File: src/rtl/uart_rx_gen_if.sv
// Receive-side word handshake of uart_rx_gen: the word, its qualifying flags and the
// consumer's accept. master = receiver, slave = consumer.
interface uart_rx_gen_if #(
   parameter int DATA_BITS = 8
);
   logic [DATA_BITS-1:0] d_out;
   logic                 rx_valid;
   logic                 rx_ready;
   logic                 parity_err;
   logic                 frame_err;
   logic                 overrun;

   modport master (output d_out, rx_valid, parity_err, frame_err, overrun, input rx_ready);
   modport slave  (input d_out, rx_valid, parity_err, frame_err, overrun, output rx_ready);
endinterface

File: src/rtl/uart_rx_gen.sv
// Oversampled UART receiver with run-time parity/stop configuration and a valid/ready word port.
// Optional RX_MAJORITY_VOTE_EN: 2-of-3 vote around every sample point.
module uart_rx_gen #(
   parameter int DATA_BITS  = 8,
   parameter int OVERSAMPLE = 16
) (
   input  logic          clk,
   input  logic          reset,
   input  logic          tick,
   input  logic          rx,
   input  logic          parity_en,
   input  logic          parity_odd,
   input  logic          stop2,
   uart_rx_gen_if.master bus
);
   localparam int CW = $clog2(OVERSAMPLE);
   localparam int BW = $clog2(DATA_BITS);

   typedef enum logic [2:0] {IDLE, START, DATA, PARITY, STOP} state_t;

   state_t               state_q, state_d;
   logic [1:0]           sync;
   logic                 rx_s, sample, at_pt, done;
   logic [CW-1:0]        cnt;
   logic [BW-1:0]        bit_cnt;
   logic [DATA_BITS-1:0] sh;
   logic                 par_en_q, par_odd_q, stop2_q, stop_cnt, pe_acc, fe_acc;

   assign rx_s = sync[1];

`ifdef RX_MAJORITY_VOTE_EN
   // Decision is taken one tick past mid-bit so the three votes are mid-1, mid, mid+1.
   localparam int START_PT = OVERSAMPLE / 2 + 1;
   logic [1:0] hist;

   always_ff @(posedge clk or negedge reset) begin
      if (!reset)    hist <= 2'b11;
      else if (tick) hist <= {hist[0], rx_s};
   end

   assign sample = (hist[1] & hist[0]) | (rx_s & (hist[1] | hist[0]));
`else
   localparam int START_PT = OVERSAMPLE / 2;
   assign sample = rx_s;
`endif

   assign at_pt = tick && ((state_q == START) ? (cnt == CW'(START_PT - 1))
                                              : (cnt == CW'(OVERSAMPLE - 1)));

   always_ff @(posedge clk or negedge reset) begin
      if (!reset) begin
         sync    <= 2'b11;
         state_q <= IDLE;
      end else begin
         sync    <= {sync[0], rx};
         state_q <= state_d;
      end
   end

   always_comb begin
      state_d = state_q;
      done    = 1'b0;
      if (tick) begin
         case (state_q)
            IDLE:   if (!rx_s) state_d = START;
            START:  if (at_pt) state_d = sample ? IDLE : DATA;
            DATA:   if (at_pt && bit_cnt == BW'(DATA_BITS - 1)) state_d = par_en_q ? PARITY : STOP;
            PARITY: if (at_pt) state_d = STOP;
            STOP:   if (at_pt && (!stop2_q || stop_cnt)) begin
               state_d = IDLE;
               done    = 1'b1;
            end
            default: state_d = IDLE;
         endcase
      end
   end

   always_ff @(posedge clk or negedge reset) begin
      if (!reset) begin
         cnt            <= '0;
         bit_cnt        <= '0;
         sh             <= '0;
         par_en_q       <= 1'b0;
         par_odd_q      <= 1'b0;
         stop2_q        <= 1'b0;
         stop_cnt       <= 1'b0;
         pe_acc         <= 1'b0;
         fe_acc         <= 1'b0;
         bus.d_out      <= '0;
         bus.rx_valid   <= 1'b0;
         bus.parity_err <= 1'b0;
         bus.frame_err  <= 1'b0;
         bus.overrun    <= 1'b0;
      end else begin
         if (tick) cnt <= (state_q == IDLE || at_pt) ? '0 : cnt + 1'b1;

         // Frame configuration is frozen at the start edge.
         if (tick && state_q == IDLE && !rx_s) begin
            par_en_q  <= parity_en;
            par_odd_q <= parity_odd;
            stop2_q   <= stop2;
            bit_cnt   <= '0;
            stop_cnt  <= 1'b0;
            pe_acc    <= 1'b0;
            fe_acc    <= 1'b0;
         end

         if (at_pt) begin
            case (state_q)
               DATA: begin
                  sh      <= {sample, sh[DATA_BITS-1:1]};
                  bit_cnt <= bit_cnt + 1'b1;
               end
               PARITY: pe_acc <= ((^sh) ^ sample) != par_odd_q;
               STOP: begin
                  fe_acc   <= fe_acc | ~sample;
                  stop_cnt <= 1'b1;
               end
               default: ;
            endcase
         end

         // A completion wins over acceptance; overrun only if the old word was left unread.
         if (done) begin
            bus.d_out      <= sh;
            bus.parity_err <= pe_acc;
            bus.frame_err  <= fe_acc | ~sample;
            bus.rx_valid   <= 1'b1;
            bus.overrun    <= bus.rx_valid & ~bus.rx_ready;
         end else if (bus.rx_valid && bus.rx_ready) begin
            bus.rx_valid <= 1'b0;
            bus.overrun  <= 1'b0;
         end
      end
   end
endmodule

File: src/flat_wrapper.sv
// flat-port wrapper written by rule: the top's interface ports become plain ports
module uart_rx_gen_flat 
#(
   parameter int DATA_BITS  = 8,
   parameter int OVERSAMPLE = 16
)
  (clk, reset, tick, rx, parity_en, parity_odd, stop2, bus_d_out, bus_rx_valid, bus_parity_err, bus_frame_err, bus_overrun, bus_rx_ready);
  uart_rx_gen_if #(.DATA_BITS(DATA_BITS)) bus_i ();
  input  logic clk;
  input  logic reset;
  input  logic tick;
  input  logic rx;
  input  logic parity_en;
  input  logic parity_odd;
  input  logic stop2;
  output wire logic [$bits(bus_i.d_out)-1:0] bus_d_out;
  output wire logic [$bits(bus_i.rx_valid)-1:0] bus_rx_valid;
  output wire logic [$bits(bus_i.parity_err)-1:0] bus_parity_err;
  output wire logic [$bits(bus_i.frame_err)-1:0] bus_frame_err;
  output wire logic [$bits(bus_i.overrun)-1:0] bus_overrun;
  input wire logic [$bits(bus_i.rx_ready)-1:0] bus_rx_ready;
  assign bus_d_out = bus_i.d_out;
  assign bus_rx_valid = bus_i.rx_valid;
  assign bus_parity_err = bus_i.parity_err;
  assign bus_frame_err = bus_i.frame_err;
  assign bus_overrun = bus_i.overrun;
  assign bus_i.rx_ready = bus_rx_ready;
  uart_rx_gen #(.DATA_BITS(DATA_BITS), .OVERSAMPLE(OVERSAMPLE)) u_core (.clk(clk), .reset(reset), .tick(tick), .rx(rx), .parity_en(parity_en), .parity_odd(parity_odd), .stop2(stop2), .bus(bus_i));
endmodule
File: config.mk
export PLATFORM = sky130hd
export DESIGN_NAME = uart_rx_gen_flat
export DESIGN_NICKNAME = d
export VERILOG_FILES = /design/src/rtl/uart_rx_gen_if.sv /design/src/rtl/uart_rx_gen.sv /design/src/flat_wrapper.sv
export SDC_FILE = /design/constraint.sdc
export NUM_CORES = 1
export LEC_CHECK = 0
export ABC_CLOCK_PERIOD_IN_PS = 2000
export BUFFER_PORTS_ARGS = -buffer_cell sky130_fd_sc_hd__buf_2
export CORE_MARGIN = 10
export CORE_UTILIZATION = 57
export DETAILED_ROUTE_END_ITERATION = 8
export PLACE_DENSITY = 0.79
export SLEW_MARGIN = 5
export SYNTH_ARGS = -nofsm -noshare
export SYNTH_HDL_FRONTEND = slang
export SYNTH_SLANG_ARGS = --single-unit
File: constraint.sdc
create_clock -name clk -period 2 [get_ports clk]
set_clock_uncertainty 0.05 [all_clocks]
set_input_delay 0.1 -clock clk [delete_from_list [all_inputs] [get_ports clk]]
set_output_delay 0.1 -clock clk [all_outputs]
set_load 0.005 [all_outputs]
==> results.json, run 1 <==
{
  "status": "complete, no violations",
  "relSlewSlack_pct": 45.3,
  "tightestPinTransition_ps": 820,
  "slowest_delay_ps": 530,
  "critPathLaunchType": "flip-flop",
  "timing.final.crit_share_pct": 97.0,
  "hp-class": "primary input to flip-flop",
  "fin_ws_ps": 60.7,
  "drt_iter0_drc": 108,
  "final_util_pct": 68.3,
  "avgSynthCellArea_um2": 12.3,
  "dieHeight_um": 77.8,
  "path_cells": "ha_2 -> nand3_1 -> a222oi_1 -> o221ai_1 -> o22a_1",
  "critical-path-slowest-cell": "a222oi_1",
  "wl_mm": 3.49,
  "cp.arrival_ps": 2140,
  "nets": 193,
  "grt_pass1_wl_mm": 5.83,
  "ys_warn_count": 0,
  "hold_viol": 0,
  "cts_num_sinks": 38,
  "syn_inst": 154,
  "htree_levels": 2,
  "cp_top_family": "compound AO/OA/AOI/OAI gates",
  "via_count": 1268,
  "antenna_found_initial": 0,
  "drive_gt1_share_pct": 32.2,
  "drt-vias-per-instance": 5.59,
  "synth_area_mm2": 0.00190,
  "hpwlAfterDp_mm": 2.42,
  "required_ps": 2200,
  "die_area_mm2": 0.00605,
  "synth_top_family_by_area": "multiplexers",
  "firstDrtPassIters": 4,
  "drc": 0,
  "ctsLongestPathBuffers": 2,
  "portBuffers": 19,
  "maxCapViolCount": 0,
  "clk-insertion-delay-late_ps": 360,
  "grt_usage_pct": 11.9,
  "worst_setup_path_end_kind": "flip-flop",
  "cp_num_buf_inv": 0,
  "max_freq_mhz": 516,
  "antennaDiodeCount": 0,
  "ir_worst_vdd_v": 0.000769,
  "synth-adder-area-share_pct": 1.97,
  "crit_path_max_fanout": 6,
  "drv_slew": 0,
  "setup_viol": 0,
  "grt_pass1_vias": 1244,
  "dpl_worst_slack_ps": 50.3,
  "muxShareOfSynthArea_pct": 15.6,
  "synth_nets": 165,
  "synth_simple_gate_area_share_pct": 11.4,
  "yosysSeqAreaShare_pct": 50.1,
  "core_area_mm2": 0.00313,
  "start_util_pct": 60.8,
  "finalPower_w": 0.00216,
  "path_clk_slew_ps": 110,
  "cts_tree": "built",
  "grt_max_degree": 39,
  "syn2layout_area_growth_pct": 12.4,
  "synthXorXnorAreaFrac_pct": 4.41,
  "grt-ovfl-total": 0,
  "p_per_area_mw_per_mm2": 1010,
  "yosys_register_bits": 38,
  "die_w_um": 77.8,
  "avgRoutedWirePerCell_um": 15.4,
  "numCtsBuffers": 5,
  "pin_count": 20,
  "synth_compound_gate_area_share_pct": 11.1,
  "path_class": "flip-flop to flip-flop",
  "min_period_ps": 1940,
  "p_leak_nw": 1.06,
  "cts_root_buf": "clkbuf_4",
  "gp_congestion": 0.847,
  "post_synth_num_cell_types": 42,
  "ant_nets": 0,
  "fp-row-count": 20
}
## worst paths after layout
kind	from	endpoint	slack, ps	cells after the start
setup / recovery	u_core.cnt[0]	u_core.state_q[1]	60	5
max in group asynchronous	reset	u_core.state_q[1]	1010	2
min in group asynchronous	reset	u_core.bus.d_out[3]	330	2
hold / removal	tick	u_core.cnt[1]	130	3
setup reg to reg	u_core.cnt[0]	u_core.state_q[1]	60	5
hold reg to reg	u_core.sync[0]	u_core.sync[1]	320	0
## sequential cells by signal (all words and copies together), names as in the netlist, 2 cells and up
name / flops
u_core.cnt: 4
u_core.state_q: 3
u_core.sh: 8
u_core.bit_cnt: 3
u_core.bus.d_out: 8
u_core.sync: 2
## Yosys cell counts
library cell / count / area [um2]
and4_1: 1 / 8.76
o2bb2ai_1: 1 / 8.76
dfstp_2: 2 / 52.6
nor3_1: 2 / 10.0
nand3_1: 4 / 20.0
mux2_4: 11 / 165
nand3b_1: 1 / 7.51
and3_1: 3 / 18.8
nand2b_1: 4 / 25.0
o2111a_1: 1 / 11.3
nor2b_1: 3 / 18.8
buf_6: 6 / 67.6
mux2_2: 9 / 101
clkbuf_1: 1 / 3.75
and4b_1: 1 / 10.0
buf_2: 2 / 10.0
xnor3_1: 1 / 22.5
a21oi_1: 5 / 25.0
dfrtp_1: 36 / 901
xor2_1: 1 / 8.76
and4bb_2: 1 / 12.5
nor3b_1: 1 / 7.51
o221ai_1: 1 / 8.76
a211o_1: 2 / 17.5
a32o_1: 1 / 10.0
xnor2_1: 6 / 52.6
a31oi_1: 1 / 6.26
o21ai_0: 11 / 55.1
o22ai_1: 1 / 6.26
nand4_1: 2 / 12.5
and3b_1: 1 / 8.76
ha_1: 3 / 37.5
nand2_1: 9 / 33.8
o2111ai_4: 1 / 26.3
and2b_1: 1 / 7.51
o22a_1: 1 / 8.76
o311ai_0: 1 / 8.76
o211ai_1: 1 / 7.51
inv_1: 6 / 22.5
a222oi_1: 1 / 10.0
mux2i_1: 3 / 30.0
nor2_1: 4 / 15.0
## cells by family (layout without fill, tap and decap cells)
logic type / count (synthesis) / in the layout
flops: 38 / 38
simple gates: 38 / 38
compound gates: 29 / 29
mux: 23 / 23
buf+inv: 15 / 44
xor+xnor: 8 / 8
fa+ha+maj: 3 / 3
## repair_timing
item | 4_1_cts | 5_1_grt
resized for setup | 0 | 3
endpoints found under the setup margin | 0 | 21
endpoints found under the hold margin | 42 | 0
hold buffers | 6 | 0
buffers inserted | 0 | 1
## cell usage in the layout (no fill, tap or decap), types with 2 or more instances in the layout
cell / synthesis / routed
nand4_1: 2 / 2
nor2_1: 4 / 4
dlygate4sd3_1: 0 / 6
nor3_1: 2 / 2
clkbuf_4: 0 / 5
nand2_1: 9 / 9
ha_1: 3 / 2
a21oi_1: 5 / 5
nand3_1: 4 / 4
nand2b_1: 4 / 4
mux2_4: 11 / 11
nor2b_1: 3 / 3
inv_1: 6 / 6
dfstp_2: 2 / 2
a211o_1: 2 / 2
mux2_2: 9 / 9
o21ai_0: 11 / 11
and3_1: 3 / 3
buf_2: 2 / 19
mux2i_1: 3 / 3
buf_4: 0 / 5
xnor2_1: 6 / 6
dfrtp_1: 36 / 35
## report_power, final
group	internal [W]	switching (W)
Combinational	0.000333	0.000329
Sequential	0.000898	0.000173
Clock	0.000169	0.000259
## area by class of cell
| cell class | instances | area (um2) |
|---|---|---|
| Fill cell | 231 | 991 |
| Sequential cell | 38 | 955 |
| Multi-Input combinational cell | 101 | 848 |
| Timing Repair Buffer | 30 | 193 |
| Tap cell | 44 | 55.1 |
| Clock buffer | 6 | 51.3 |
| Inverter | 6 | 22.5 |
| Clock inverter | 2 | 12.5 |
## worst min-delay path, cell delays in order
cell	delay, ps
buf_2	100
buf_4	200
o22ai_1	110
## stage by stage
step                area, um2  hold slack [ps]  cells  setup TNS, ps
floorplan                1900             -246    154              0
global placement         2000              157    212              0
detailed placement       2000              159    212              0
CTS                      2120              112    226              0
global route             2140              154    227          -56.4
finish                   2140              130    227              0
## metal layers
layer  track usage, %  vias up  part of all wire [%]
met5                0        -                     0
li1                 -      608                     -
met4             5.66        0                   2.1
met2             18.0       36                    47
met3             5.53        9                   7.0
met1             14.0      615                    44
Note: power is estimated with default switching activity, not from simulation.
==> run 2: changes to the inputs <==
ABC_AREA = 1   (was unset)
==> run 2 against run 1 <==
Effect of this change: via count is 13% higher; clock power down 0.9%; sequential share of layout area about the same; critical path depth increased by 3; register-to-register slack better by 190 ps; routed wire length is 2.1% lower; final cell count rose by 26%; die area decreased by 0.44%; count of clock-buffer cells in the layout is the same; sequential cell count unchanged; synthesized area fell by 0.59%; utilization grew 0.47 points.
==> results.json, run 2 <==
{
  "yosysSeqAreaShare_pct": 50.4,
  "cts_num_sinks": 38,
  "hp-class": "primary input to asynchronous set/reset pin",
  "antennaDiodeCount": 0,
  "grt_pass1_wl_mm": 5.93,
  "wl_mm": 3.42,
  "fp-row-count": 20,
  "async_reset_ff_share_pct": 100,
  "ctsLongestPathBuffers": 2,
  "dieHeight_um": 77.6,
  "dpl_worst_slack_ps": 220,
  "layout_commonest_cell": "nand2_1",
  "grt_pass1_vias": 1403,
  "via_count": 1436,
  "fin_ws_ps": 255,
  "synth_top_cell_area_share_pct": 47.7,
  "critPathLaunchType": "flip-flop",
  "numCtsBuffers": 5,
  "ir_worst_vdd_v": 0.000683,
  "maxCapViolCount": 0,
  "cts_root_buf": "clkbuf_4",
  "post_synth_num_cell_types": 23,
  "drc": 0,
  "drt_iter0_drc": 96,
  "switching_share_pct": 34.5,
  "min_period_ps": 1740,
  "grt_usage_pct": 11.9,
  "drt-vias-per-instance": 5.00,
  "max_freq_mhz": 573,
  "required_ps": 2240,
  "synth_nets": 224,
  "avgSynthCellArea_um2": 8.88,
  "hold_viol": 0,
  "wl_met1_mm": 1.50,
  "yosys.cell_count.top_type": "nand2_1",
  "status": "complete, no violations",
  "die_area_mm2": 0.00602,
  "tightestPinTransition_ps": 828,
  "die_w_um": 77.6,
  "synth_common_cells": "nand2_1 (67), dfrtp_1 (36), inv_1 (26), nand3_1 (21), o21ai_2 (17)",
  "avgRoutedWirePerCell_um": 11.9,
  "pin_count": 20,
  "top_regs": "u_core.bus.d_out: 8 flops, u_core.sh: 8 flops, u_core.cnt: 4 flops",
  "nets": 253,
  "crit_path_max_fanout": 20,
  "antenna_found_initial": 0,
  "syn2layout_area_growth_pct": 12.9,
  "comb_power_share_pct": 24.5,
  "yosys_register_bits": 38,
  "clk-insertion-delay-late_ps": 360,
  "yosys.area.top_type": "dfrtp_1",
  "p_per_area_mw_per_mm2": 836,
  "wl_met3_um": 205,
  "sequentialPowerShare_pct": 51.8,
  "fin_cells": 287,
  "path_clk_slew_ps": 120,
  "core_area_mm2": 0.00310,
  "synth_ff_type": "dfrtp_1",
  "finalPower_w": 0.00178,
  "drive_gt1_share_pct": 22.6,
  "grt_max_degree": 39,
  "firstDrtPassIters": 4,
  "syn_inst": 213,
  "start_util_pct": 60.9,
  "p_leak_nw": 1.13,
  "gp_congestion": 0.950,
  "mostFrequentLayoutCells": "nand2_1 (67), dfrtp_1 (36), inv_1 (26)",
  "hold-worst-slack_ps": 312,
  "switching_power_w": 0.000616,
  "clockPowerShare_pct": 23.8,
  "setup_tns_ps": 0,
  "ys_warn_count": 0,
  "rsz0062_at_grt": "no",
  "dp_cells": 272,
  "cp.arrival_ps": 1980,
  "synth-edff-count": 0,
  "top_layer_used": "met4",
  "yosys-top-cells-area": "dfrtp_1 (48%), nand2_1 (13%), o21ai_2 (7.9%), nand3_1 (5.6%), inv_1 (5.2%)",
  "drv_slew": 0,
  "relSlewSlack_pct": 44.8,
  "hpwlAfterDp_mm": 2.48,
  "setup_viol": 0,
  "ant_nets": 0,
  "timing.final.crit_share_pct": 87.2,
  "grt-ovfl-total": 0,
  "worst_setup_path_end_kind": "flip-flop",
  "portBuffers": 19,
  "synth_area_mm2": 0.00189,
  "path_class": "flip-flop to flip-flop",
  "p_int_w": 0.00117,
  "htree_levels": 2,
  "wl_met2_mm": 1.66,
  "cts_tree": "built"
}
## run 2: layout make-up
class	count	area, um2
clock buffers	6	51.3
clock inverters	2	12.5
fillers	257	968
inverters	27	101
multi-input cells	144	796
flip-flops and latches	38	953
well taps	44	55.1
repair buffers	26	165
## run 2: power by group through the flow
stage | registers [W] | logic [W] | clock network [W]
detailed placement | 0.000937 | 0.000419 | 0
global route | 0.000937 | 0.000509 | 0.000468
floorplan | 0.000920 | 0.000327 | 0
global placement | 0.000934 | 0.000414 | 0
finish | 0.000924 | 0.000436 | 0.000424
CTS | 0.000922 | 0.000434 | 0.000441
## run 2: cells by family (layout without fill, tap and decap cells)
family | Yosys count | count (layout) | share of synthesized area, %
XOR/XNOR | 6 | 6 | 2.78
adder cells (fa/ha/maj) | 3 | 3 | 1.99
buffers and inverters | 31 | 61 | 7.74
flip-flops | 38 | 38 | 50.4
AND/OR/NAND/NOR | 107 | 107 | 25.9
AO/OA/AOI/OAI | 28 | 28 | 11.1
## run 2: worst max-delay path: stages, from the launching register on
cell     delay (ps)
dfrtp_1         420
ha_1            220
nand2_1         170
nor2_8           60
nand3_4         110
inv_1            80
nand2_2         340
nand3_1         150
o21ai_2          80
## run 2: repair_timing
item | in CTS | in global routing
gates resized for setup | 0 | 1
hold endpoints to repair | 43 | 0
endpoints found under the setup margin | 0 | 1
hold buffers | 7 | 0
buffers inserted | 0 | 0
## run 2: final timing paths
| check | slack [ps] | cells after the start | startpoint | end |
|---|---|---|---|---|
| worst max register to register | 260 | 8 | u_core.cnt[0] | u_core.bit_cnt[0] |
| max in group asynchronous | 1060 | 2 | reset | u_core.cnt[3] |
| min in group clk | 310 | 0 | u_core.sync[0] | u_core.sync[1] |
| worst min register to register | 310 | 0 | u_core.sync[0] | u_core.sync[1] |
| worst min-delay path | 310 | 2 | reset | u_core.bus.overrun |
| worst max-delay path | 260 | 8 | u_core.cnt[0] | u_core.bit_cnt[0] |
## run 2: stage by stage
| step | instance area, um2 | util (%) |
|---|---|---|
| global placement | 2000 | 64.3 |
| CTS | 2130 | 68.6 |
| finish | 2130 | 68.8 |
| detailed placement | 2000 | 64.3 |
| floorplan | 1890 | - |
| global route | 2130 | 68.8 |
## run 2: routing by layer
layer / up-vias / global-route usage (%)
met3: 7 / 5.30
met1: 657 / 12.8
li1: 739 / -
met5: - / 0
met4: 0 / 5.29
met2: 33 / 19.8
